==> src/rtl/udp_frame_pkg.sv <==
// Shared constants, header layout and FSM state type for the UDP frame writer.
// Default frame geometry: 1600x900 words, double buffered in DRAM.
package udp_frame_pkg;

  localparam int unsigned OFFSET_END = 1440000;
  localparam logic [31:0] BASE0      = 32'h0000_0000;
  localparam logic [31:0] BASE1      = 32'h0100_0000;
  localparam int unsigned MAX_WORDS  = 64;
  localparam int unsigned CNT_W      = $clog2(MAX_WORDS) + 1;
  localparam logic [15:0] RX_PORT    = 16'h4000;

  localparam int unsigned HDR_DST_IP = 0;
  localparam int unsigned HDR_SRC_IP = 1;
  localparam int unsigned HDR_PORTS  = 2;
  localparam int unsigned HDR_SIZE   = 3;

  typedef enum logic [2:0] {
    S_IDLE, S_HEADER, S_INFO, S_PAYLOAD, S_DROP, S_KICK, S_DRAIN, S_FLIP
  } state_t;

  function automatic logic [15:0] sat_inc16(input logic [15:0] v);
    return (v == 16'hFFFF) ? v : v + 16'd1;
  endfunction

endpackage

==> src/rtl/udp_frame_writer_if.sv <==
// Receive-port and DRAM-write-engine signals of the UDP frame writer.
// Rx: a packet is taken only while r_ack=1; r_enable then stays high for every
// word of the packet and its fall ends the packet. Engine: kick is a one-cycle
// start, write_num/write_addr hold until the next kick, buf_re pops buf_dout.
interface udp_frame_writer_if;
  logic        r_req;
  logic        r_ack;
  logic        r_enable;
  logic [31:0] r_data;
  logic        kick;
  logic        busy;
  logic [31:0] write_num;
  logic [31:0] write_addr;
  logic [31:0] buf_dout;
  logic        buf_re;

  modport slave (
    input  r_req, r_enable, r_data, busy, buf_re,
    output r_ack, kick, write_num, write_addr, buf_dout
  );

  modport master (
    output r_req, r_enable, r_data, busy, buf_re,
    input  r_ack, kick, write_num, write_addr, buf_dout
  );
endinterface

==> src/rtl/udp_rx_fifo.sv <==
// 64x32 first-word-fall-through FIFO for one packet's payload.
// When empty, dout keeps showing the last word popped (0 after reset).
module udp_rx_fifo
  import udp_frame_pkg::*;
(
  input  logic             clk,
  input  logic             rst_n,
  input  logic             push,
  input  logic [31:0]      din,
  input  logic             pop,
  output logic [31:0]      dout,
  output logic [CNT_W-1:0] count,
  output logic             empty,
  output logic             full
);
  localparam int unsigned AW = CNT_W - 1;

  logic [31:0]   mem [MAX_WORDS];
  logic [AW-1:0] wr_ptr;
  logic [AW-1:0] rd_ptr;
  logic [31:0]   last_q;
  logic          do_push;
  logic          do_pop;

  assign empty   = (count == '0);
  assign full    = (count == CNT_W'(MAX_WORDS));
  assign do_push = push && !full;
  assign do_pop  = pop && !empty;
  assign dout    = empty ? last_q : mem[rd_ptr];

  always_ff @(posedge clk) begin
    if (do_push) mem[wr_ptr] <= din;
  end

  always_ff @(posedge clk or negedge rst_n) begin
    if (!rst_n) begin
      wr_ptr <= '0;
      rd_ptr <= '0;
      count  <= '0;
      last_q <= '0;
    end else begin
      if (do_push) wr_ptr <= wr_ptr + 1'b1;
      if (do_pop) begin
        rd_ptr <= rd_ptr + 1'b1;
        last_q <= mem[rd_ptr];
      end
      count <= count + CNT_W'(do_push) - CNT_W'(do_pop);
    end
  end
endmodule

==> src/rtl/udp_frame_writer.sv <==
// Parses UDP frame packets, buffers the payload and hands it to the DRAM
// write engine; flips the frame buffer when the last packet of a frame lands.
module udp_frame_writer
  import udp_frame_pkg::*;
(
  input  logic               clk,
  input  logic               rst_n,
  udp_frame_writer_if.slave  bus,
  output logic               frame_select,
  output logic               frame_done,
  output logic [15:0]        drop_cnt,
  output state_t             dbg_state
);
  state_t           state, state_nx;
  logic [1:0]       hdr_idx;
  logic [15:0]      port_q;
  logic [31:0]      size_q;
  logic [30:0]      offset_q;
  logic [CNT_W-1:0] pay_cnt;
  logic             over_q;
  logic             ignore_q;
  logic [1:0]       hold_q;
  logic             kick_q;
  logic [31:0]      write_num_q;
  logic [31:0]      write_addr_q;
  logic             push, drop_inc, stray, info_bad, frame_end;
  logic             fifo_empty, fifo_full;
  logic [CNT_W-1:0] unused_fifo_count;
  logic             unused_req;

  // r_req is advisory only; r_ack alone gates when a packet may start.
  assign unused_req     = bus.r_req;
  assign dbg_state      = state;
  assign bus.kick       = kick_q;
  assign bus.write_num  = write_num_q;
  assign bus.write_addr = write_addr_q;
  assign bus.r_ack      = (state == S_IDLE) && fifo_empty && !bus.busy && !ignore_q;

  assign info_bad  = bus.r_data[31] || (port_q != RX_PORT) ||
                     (({1'b0, bus.r_data[30:0]} + ((size_q - 32'd4) >> 2)) > 32'(OFFSET_END));
  assign frame_end = (({1'b0, offset_q} + 32'(pay_cnt)) == 32'(OFFSET_END));
  // A word arriving after payload end belongs to a packet nobody acked.
  assign stray     = (state inside {S_KICK, S_DRAIN, S_FLIP}) && bus.r_enable && !ignore_q;

  udp_rx_fifo u_fifo (
    .clk   (clk),
    .rst_n (rst_n),
    .push  (push),
    .din   (bus.r_data),
    .pop   (bus.buf_re),
    .dout  (bus.buf_dout),
    .count (unused_fifo_count),
    .empty (fifo_empty),
    .full  (fifo_full)
  );

  always_ff @(posedge clk or negedge rst_n) begin
    if (!rst_n) state <= S_IDLE;
    else        state <= state_nx;
  end

  always_comb begin
    state_nx = state;
    push     = 1'b0;
    drop_inc = stray;
    case (state)
      S_IDLE:    if (bus.r_enable && !ignore_q) state_nx = S_HEADER;
      S_HEADER: begin
        if (!bus.r_enable)                     state_nx = S_DROP;
        else if (hdr_idx == 2'(HDR_SIZE))      state_nx = S_INFO;
      end
      S_INFO:    state_nx = (!bus.r_enable || info_bad) ? S_DROP : S_PAYLOAD;
      S_PAYLOAD: begin
        if (bus.r_enable) begin
          if (pay_cnt < CNT_W'(MAX_WORDS)) push = !fifo_full;
          else if (!over_q)                drop_inc = 1'b1;
        end else begin
          state_nx = (pay_cnt != '0) ? S_KICK : S_IDLE;
        end
      end
      S_DROP: begin
        if (!bus.r_enable) begin
          drop_inc = 1'b1;
          state_nx = S_IDLE;
        end
      end
      S_KICK:    if (!bus.busy) state_nx = S_DRAIN;
      S_DRAIN: begin
        if (hold_q == 2'd0 && fifo_empty && !bus.busy)
          state_nx = frame_end ? S_FLIP : S_IDLE;
      end
      S_FLIP:    state_nx = S_IDLE;
      default:   state_nx = S_IDLE;
    endcase
  end

  always_ff @(posedge clk or negedge rst_n) begin
    if (!rst_n) begin
      hdr_idx      <= '0;
      port_q       <= '0;
      size_q       <= '0;
      offset_q     <= '0;
      pay_cnt      <= '0;
      over_q       <= 1'b0;
      ignore_q     <= 1'b1;
      hold_q       <= '0;
      kick_q       <= 1'b0;
      write_num_q  <= '0;
      write_addr_q <= '0;
      frame_select <= 1'b0;
      frame_done   <= 1'b0;
      drop_cnt     <= '0;
    end else begin
      kick_q     <= 1'b0;
      frame_done <= 1'b0;
      if (!bus.r_enable) ignore_q <= 1'b0;
      else if (stray)    ignore_q <= 1'b1;
      if (drop_inc) drop_cnt <= sat_inc16(drop_cnt);
      case (state)
        S_IDLE:    if (state_nx == S_HEADER) hdr_idx <= 2'd1;
        S_HEADER: begin
          if (bus.r_enable) begin
            hdr_idx <= hdr_idx + 2'd1;
            if (hdr_idx == 2'(HDR_PORTS)) port_q <= bus.r_data[15:0];
            if (hdr_idx == 2'(HDR_SIZE))  size_q <= bus.r_data;
          end
        end
        S_INFO: begin
          offset_q <= bus.r_data[30:0];
          pay_cnt  <= '0;
          over_q   <= 1'b0;
        end
        S_PAYLOAD: begin
          if (push)              pay_cnt <= pay_cnt + 1'b1;
          else if (bus.r_enable) over_q  <= 1'b1;
        end
        S_KICK: begin
          if (state_nx == S_DRAIN) begin
            kick_q       <= 1'b1;
            write_num_q  <= 32'(pay_cnt);
            write_addr_q <= (frame_select ? BASE1 : BASE0) + ({1'b0, offset_q} << 2);
            hold_q       <= 2'd2;
          end
        end
        S_DRAIN:   if (hold_q != 2'd0) hold_q <= hold_q - 2'd1;
        S_FLIP: begin
          frame_select <= !frame_select;
          frame_done   <= 1'b1;
        end
        default: ;
      endcase
    end
  end
endmodule

==> src/flat_wrapper.sv <==
// flat-port wrapper written by rule: the top's interface ports become plain ports
module udp_frame_writer_flat import udp_frame_pkg::*;
  (clk, rst_n, frame_select, frame_done, drop_cnt, dbg_state, bus_r_req, bus_r_enable, bus_r_data, bus_busy, bus_buf_re, bus_r_ack, bus_kick, bus_write_num, bus_write_addr, bus_buf_dout);
  udp_frame_writer_if bus_i ();
  input  logic clk;
  input  logic rst_n;
  output logic frame_select;
  output logic frame_done;
  output logic [15:0] drop_cnt;
  output state_t dbg_state;
  input wire logic [$bits(bus_i.r_req)-1:0] bus_r_req;
  input wire logic [$bits(bus_i.r_enable)-1:0] bus_r_enable;
  input wire logic [$bits(bus_i.r_data)-1:0] bus_r_data;
  input wire logic [$bits(bus_i.busy)-1:0] bus_busy;
  input wire logic [$bits(bus_i.buf_re)-1:0] bus_buf_re;
  output wire logic [$bits(bus_i.r_ack)-1:0] bus_r_ack;
  output wire logic [$bits(bus_i.kick)-1:0] bus_kick;
  output wire logic [$bits(bus_i.write_num)-1:0] bus_write_num;
  output wire logic [$bits(bus_i.write_addr)-1:0] bus_write_addr;
  output wire logic [$bits(bus_i.buf_dout)-1:0] bus_buf_dout;
  assign bus_i.r_req = bus_r_req;
  assign bus_i.r_enable = bus_r_enable;
  assign bus_i.r_data = bus_r_data;
  assign bus_i.busy = bus_busy;
  assign bus_i.buf_re = bus_buf_re;
  assign bus_r_ack = bus_i.r_ack;
  assign bus_kick = bus_i.kick;
  assign bus_write_num = bus_i.write_num;
  assign bus_write_addr = bus_i.write_addr;
  assign bus_buf_dout = bus_i.buf_dout;
  udp_frame_writer u_core (.clk(clk), .rst_n(rst_n), .bus(bus_i), .frame_select(frame_select), .frame_done(frame_done), .drop_cnt(drop_cnt), .dbg_state(dbg_state));
endmodule
==> config.mk <==
export PLATFORM = sky130hd
export DESIGN_NAME = udp_frame_writer_flat
export DESIGN_NICKNAME = d
export VERILOG_FILES = /design/src/rtl/udp_frame_pkg.sv /design/src/rtl/udp_frame_writer_if.sv /design/src/rtl/udp_rx_fifo.sv /design/src/rtl/udp_frame_writer.sv /design/src/flat_wrapper.sv
export SDC_FILE = /design/constraint.sdc
export NUM_CORES = 2
export LEC_CHECK = 0
export ABC_CLOCK_PERIOD_IN_PS = 7400
export CORE_UTILIZATION = 60
export CTS_CLUSTER_DIAMETER = 40
export DETAILED_ROUTE_END_ITERATION = 6
export PLACE_DENSITY = 0.77
export SYNTH_ARGS = -nofsm -noshare
export SYNTH_HDL_FRONTEND = slang
export SYNTH_SLANG_ARGS = --single-unit
==> constraint.sdc <==
create_clock -name clk -period 7.4 [get_ports clk]
set_clock_uncertainty 0.05 [all_clocks]
set_input_delay 0.74 -clock clk [delete_from_list [all_inputs] [get_ports clk]]
set_output_delay 0.74 -clock clk [all_outputs]
set_load 0.01 [all_outputs]
==> qor.yml <==
path_class: "reg2reg"
register_area_um2: 66500
drtAntennaViolNets: 0
vias_per_cell: 6.99
drt_wl_total_mm: 240
rows: 141
layout_common_cells: "edfxtp_1, mux4_2, clkbuf_16"
die_h_um: 389
synth_edf_count: 2048
core_um2: 148000
cts_setup_buffers: 0
powerDensity_nw_per_um2: 397
hold_violations: 0
synth_warnings: 0
finalMaxSlewViolations: 0
antenna_found_initial: 17
cts-root-buf: "clkbuf_16"
hold_path.class: "in2reg"
min_period_over_period_pct: 81.2
synthToLayoutAreaGrowth_pct: 14.7
first_pass_iters: 6
synth_flop_cell: "edfxtp_1"
fin_area_um2: 103000
setup_tns_ps: 0
dr_total_vias: 46600
htreeDepth: 5
grt_pass1_vias: 47600
die_area_um2: 151000
path_clk_slew_ps: 60
synth_seq_area_share_pct: 74.1
drive_above_1_share_pct: 31.5
gp_congestion: 0.843
n_fill_cell: 8537
critPathLaunchType: "flip-flop"
io_pins: 157
cts_buffer_depth: 4
worstPathMaxFanout: 11
cellLeakagePower_nw: 33.9
final_common_cell: "edfxtp_1"
finalSetupViolations: 0
cts_buffers: 277
syn_inst: 4196
initial_core_util_pct: 60.6
grt_max_degree: 119
grt_first_pass_wirelength_mm: 341
final_util_pct: 69.6
track_usage_pct: 32.2
fin_crit_ps: 6010
rr_worst_depth: 18
nets: 4639
end_kind: "flip-flop"
arrival_ps: 6750
cts_tree: "yes"
post_drt_wl_per_cell_um: 36.0
portBuffers: 128
multi_input_area_um2: 22600
die_w_um: 389
whs_path_depth: 1
tightest_slew_ps: 1330
netlist_area_um2: 89700
ir_worst_vdd_mv: 0.309
drc: 0
slew_headroom_pct: 11.4
synth_cell_types: 82
dp_hpwl_mm: 125
ys_ff_latch: 2248
async_reset_ff_share_pct: 8.90
fmax_ghz: 0.166
drtIter0Drc: 5718
outcome: "completed"
grt-ovfl-total: 0
worst_skew_pair.late_latency_ps: 900
maxCapViolCount: 0
placed_area_um2: 94100
rsz0062_at_grt: "false"
avgSynthCellArea_um2: 21.4
cts.sinks: 2248
critPathRequiredTime_ps: 8140
-- state kept, by name (all words and copies together), names as in the netlist, 7 cells and up --
register               count
u_core.u_fifo.mem       2048
u_core.u_fifo.last_q      32
u_core.offset_q           31
u_core.bus.write_addr     30
u_core.size_q             30
u_core.drop_cnt           16
u_core.port_q             16
u_core.bus.write_num       7
u_core.pay_cnt             7
u_core.u_fifo.count        7
-- cells by family (layout without fill, tap and decap cells) --
family | Yosys count | count (layout) | share of synthesized area (%)
AO/OA/AOI/OAI | 202 | 202 | 1.50
XOR/XNOR | 81 | 81 | 0.791
adder cells (fa/ha/maj) | 62 | 62 | 0.890
buffers and inverters | 279 | 792 | 1.35
flip-flops | 2248 | 2248 | 74.1
multiplexers | 818 | 818 | 18.7
other | 1 | 31 | 0.00418
AND/OR/NAND/NOR | 505 | 505 | 2.67
-- worst max-delay path: stages (launching register included) --
cell	delay [ps]
dfrtp_1	420
or3_4	410
or4_1	500
or4_4	480
or3_1	420
nand2b_1	330
nor4_2	260
xor2_1	190
ha_1	360
and3_1	210
a221oi_1	340
o21ai_1	190
a2111oi_0	510
o21a_1	200
a211oi_1	50
a2111o_1	390
a2111oi_4	320
nand4_1	180
nand4_1	140
-- final timing paths --
kind / start / end / slack, ps
min: bus_r_data[16] / u_core.u_fifo.mem[0][16] / 270
max reg2reg: u_core.size_q[9] / u_core.dbg_state[1] / 1390
min reg2reg: u_core.u_fifo.last_q[22] / u_core.u_fifo.last_q[22] / 420
max: u_core.size_q[9] / u_core.dbg_state[1] / 1390
min in group asynchronous: rst_n / u_core.drop_cnt[1] / 450
max in group asynchronous: rst_n / u_core.u_fifo.rd_ptr[3] / 5480
-- cells in the mapped netlist (9+ instances only) --
cell type	n	area share, %
buf_2	49	0.27
nand3_1	35	0.20
nand4_1	19	0.13
nor3_1	21	0.12
edfxtp_1	2048	69
o21a_1	9	0.075
or3_1	10	0.070
a21oi_1	61	0.34
buf_1	27	0.11
inv_1	45	0.19
ha_1	59	0.82
nand2_1	184	0.77
mux4_2	672	17
or4_1	10	0.084
and3_1	15	0.10
nor4_1	15	0.10
mux2_2	140	1.8
o21ai_0	34	0.19
buf_4	27	0.23
xnor2_1	42	0.41
nor2_1	138	0.58
a21o_1	11	0.092
clkbuf_1	130	0.54
dfrtp_1	199	5.5
xor2_1	39	0.38
-- where the power goes --
part | leakage [nW] | total [mW] | switching, mW | internal [mW]
combinational | 8.64 | 12.8 | 6.70 | 6.13
clock | 4.26 | 13.1 | 5.30 | 7.77
sequential | 21.0 | 15.0 | 0.707 | 14.3
total | 33.9 | 40.9 | 12.7 | 28.2
-- cell type report --
cell class / instances / share of cell area (%)
Antenna cell: 4 / 0.00972
Clock buffer: 331 / 7.16
Clock inverter: 144 / 1.37
Inverter: 46 / 0.168
Multi-Input combinational cell: 1695 / 22.0
Sequential cell: 2248 / 64.6
Tap cell: 1930 / 2.35
Timing Repair Buffer: 271 / 2.36
-- through the flow --
stage	std cells	hold WS (ps)	power (mW)	setup WS, ps
2_1_floorplan	4222	390	23.4	2210
3_3_place_gp	6189	406	27.6	1580
3_5_place_dp	6189	408	27.8	1490
4_1_cts	6665	219	40.9	1390
5_1_grt	6665	265	42.2	1070
6_report	6669	272	40.9	1390
-- per-layer routing --
| layer | vias to the layer above | share of wire, % | wire length [um] | track usage, % |
|---|---|---|---|---|
| met5 | - | 0.044 | 105 | 0 |
| met4 | 16 | 4.0 | 9660 | 12.5 |
| met3 | 613 | 11 | 26200 | 7.44 |
| met2 | 3334 | 50 | 121000 | 53.3 |
| met1 | 24500 | 35 | 83300 | 42.0 |
| li1 | 18100 | - | - | - |
-- what timing repair did --
| item | CTS | global route |
|---|---|---|
| gates resized for setup | 0 | 0 |
| hold buffers | 1 | 0 |
| hold endpoints to repair | 105 | 0 |
(Power assumes the default switching activity.)
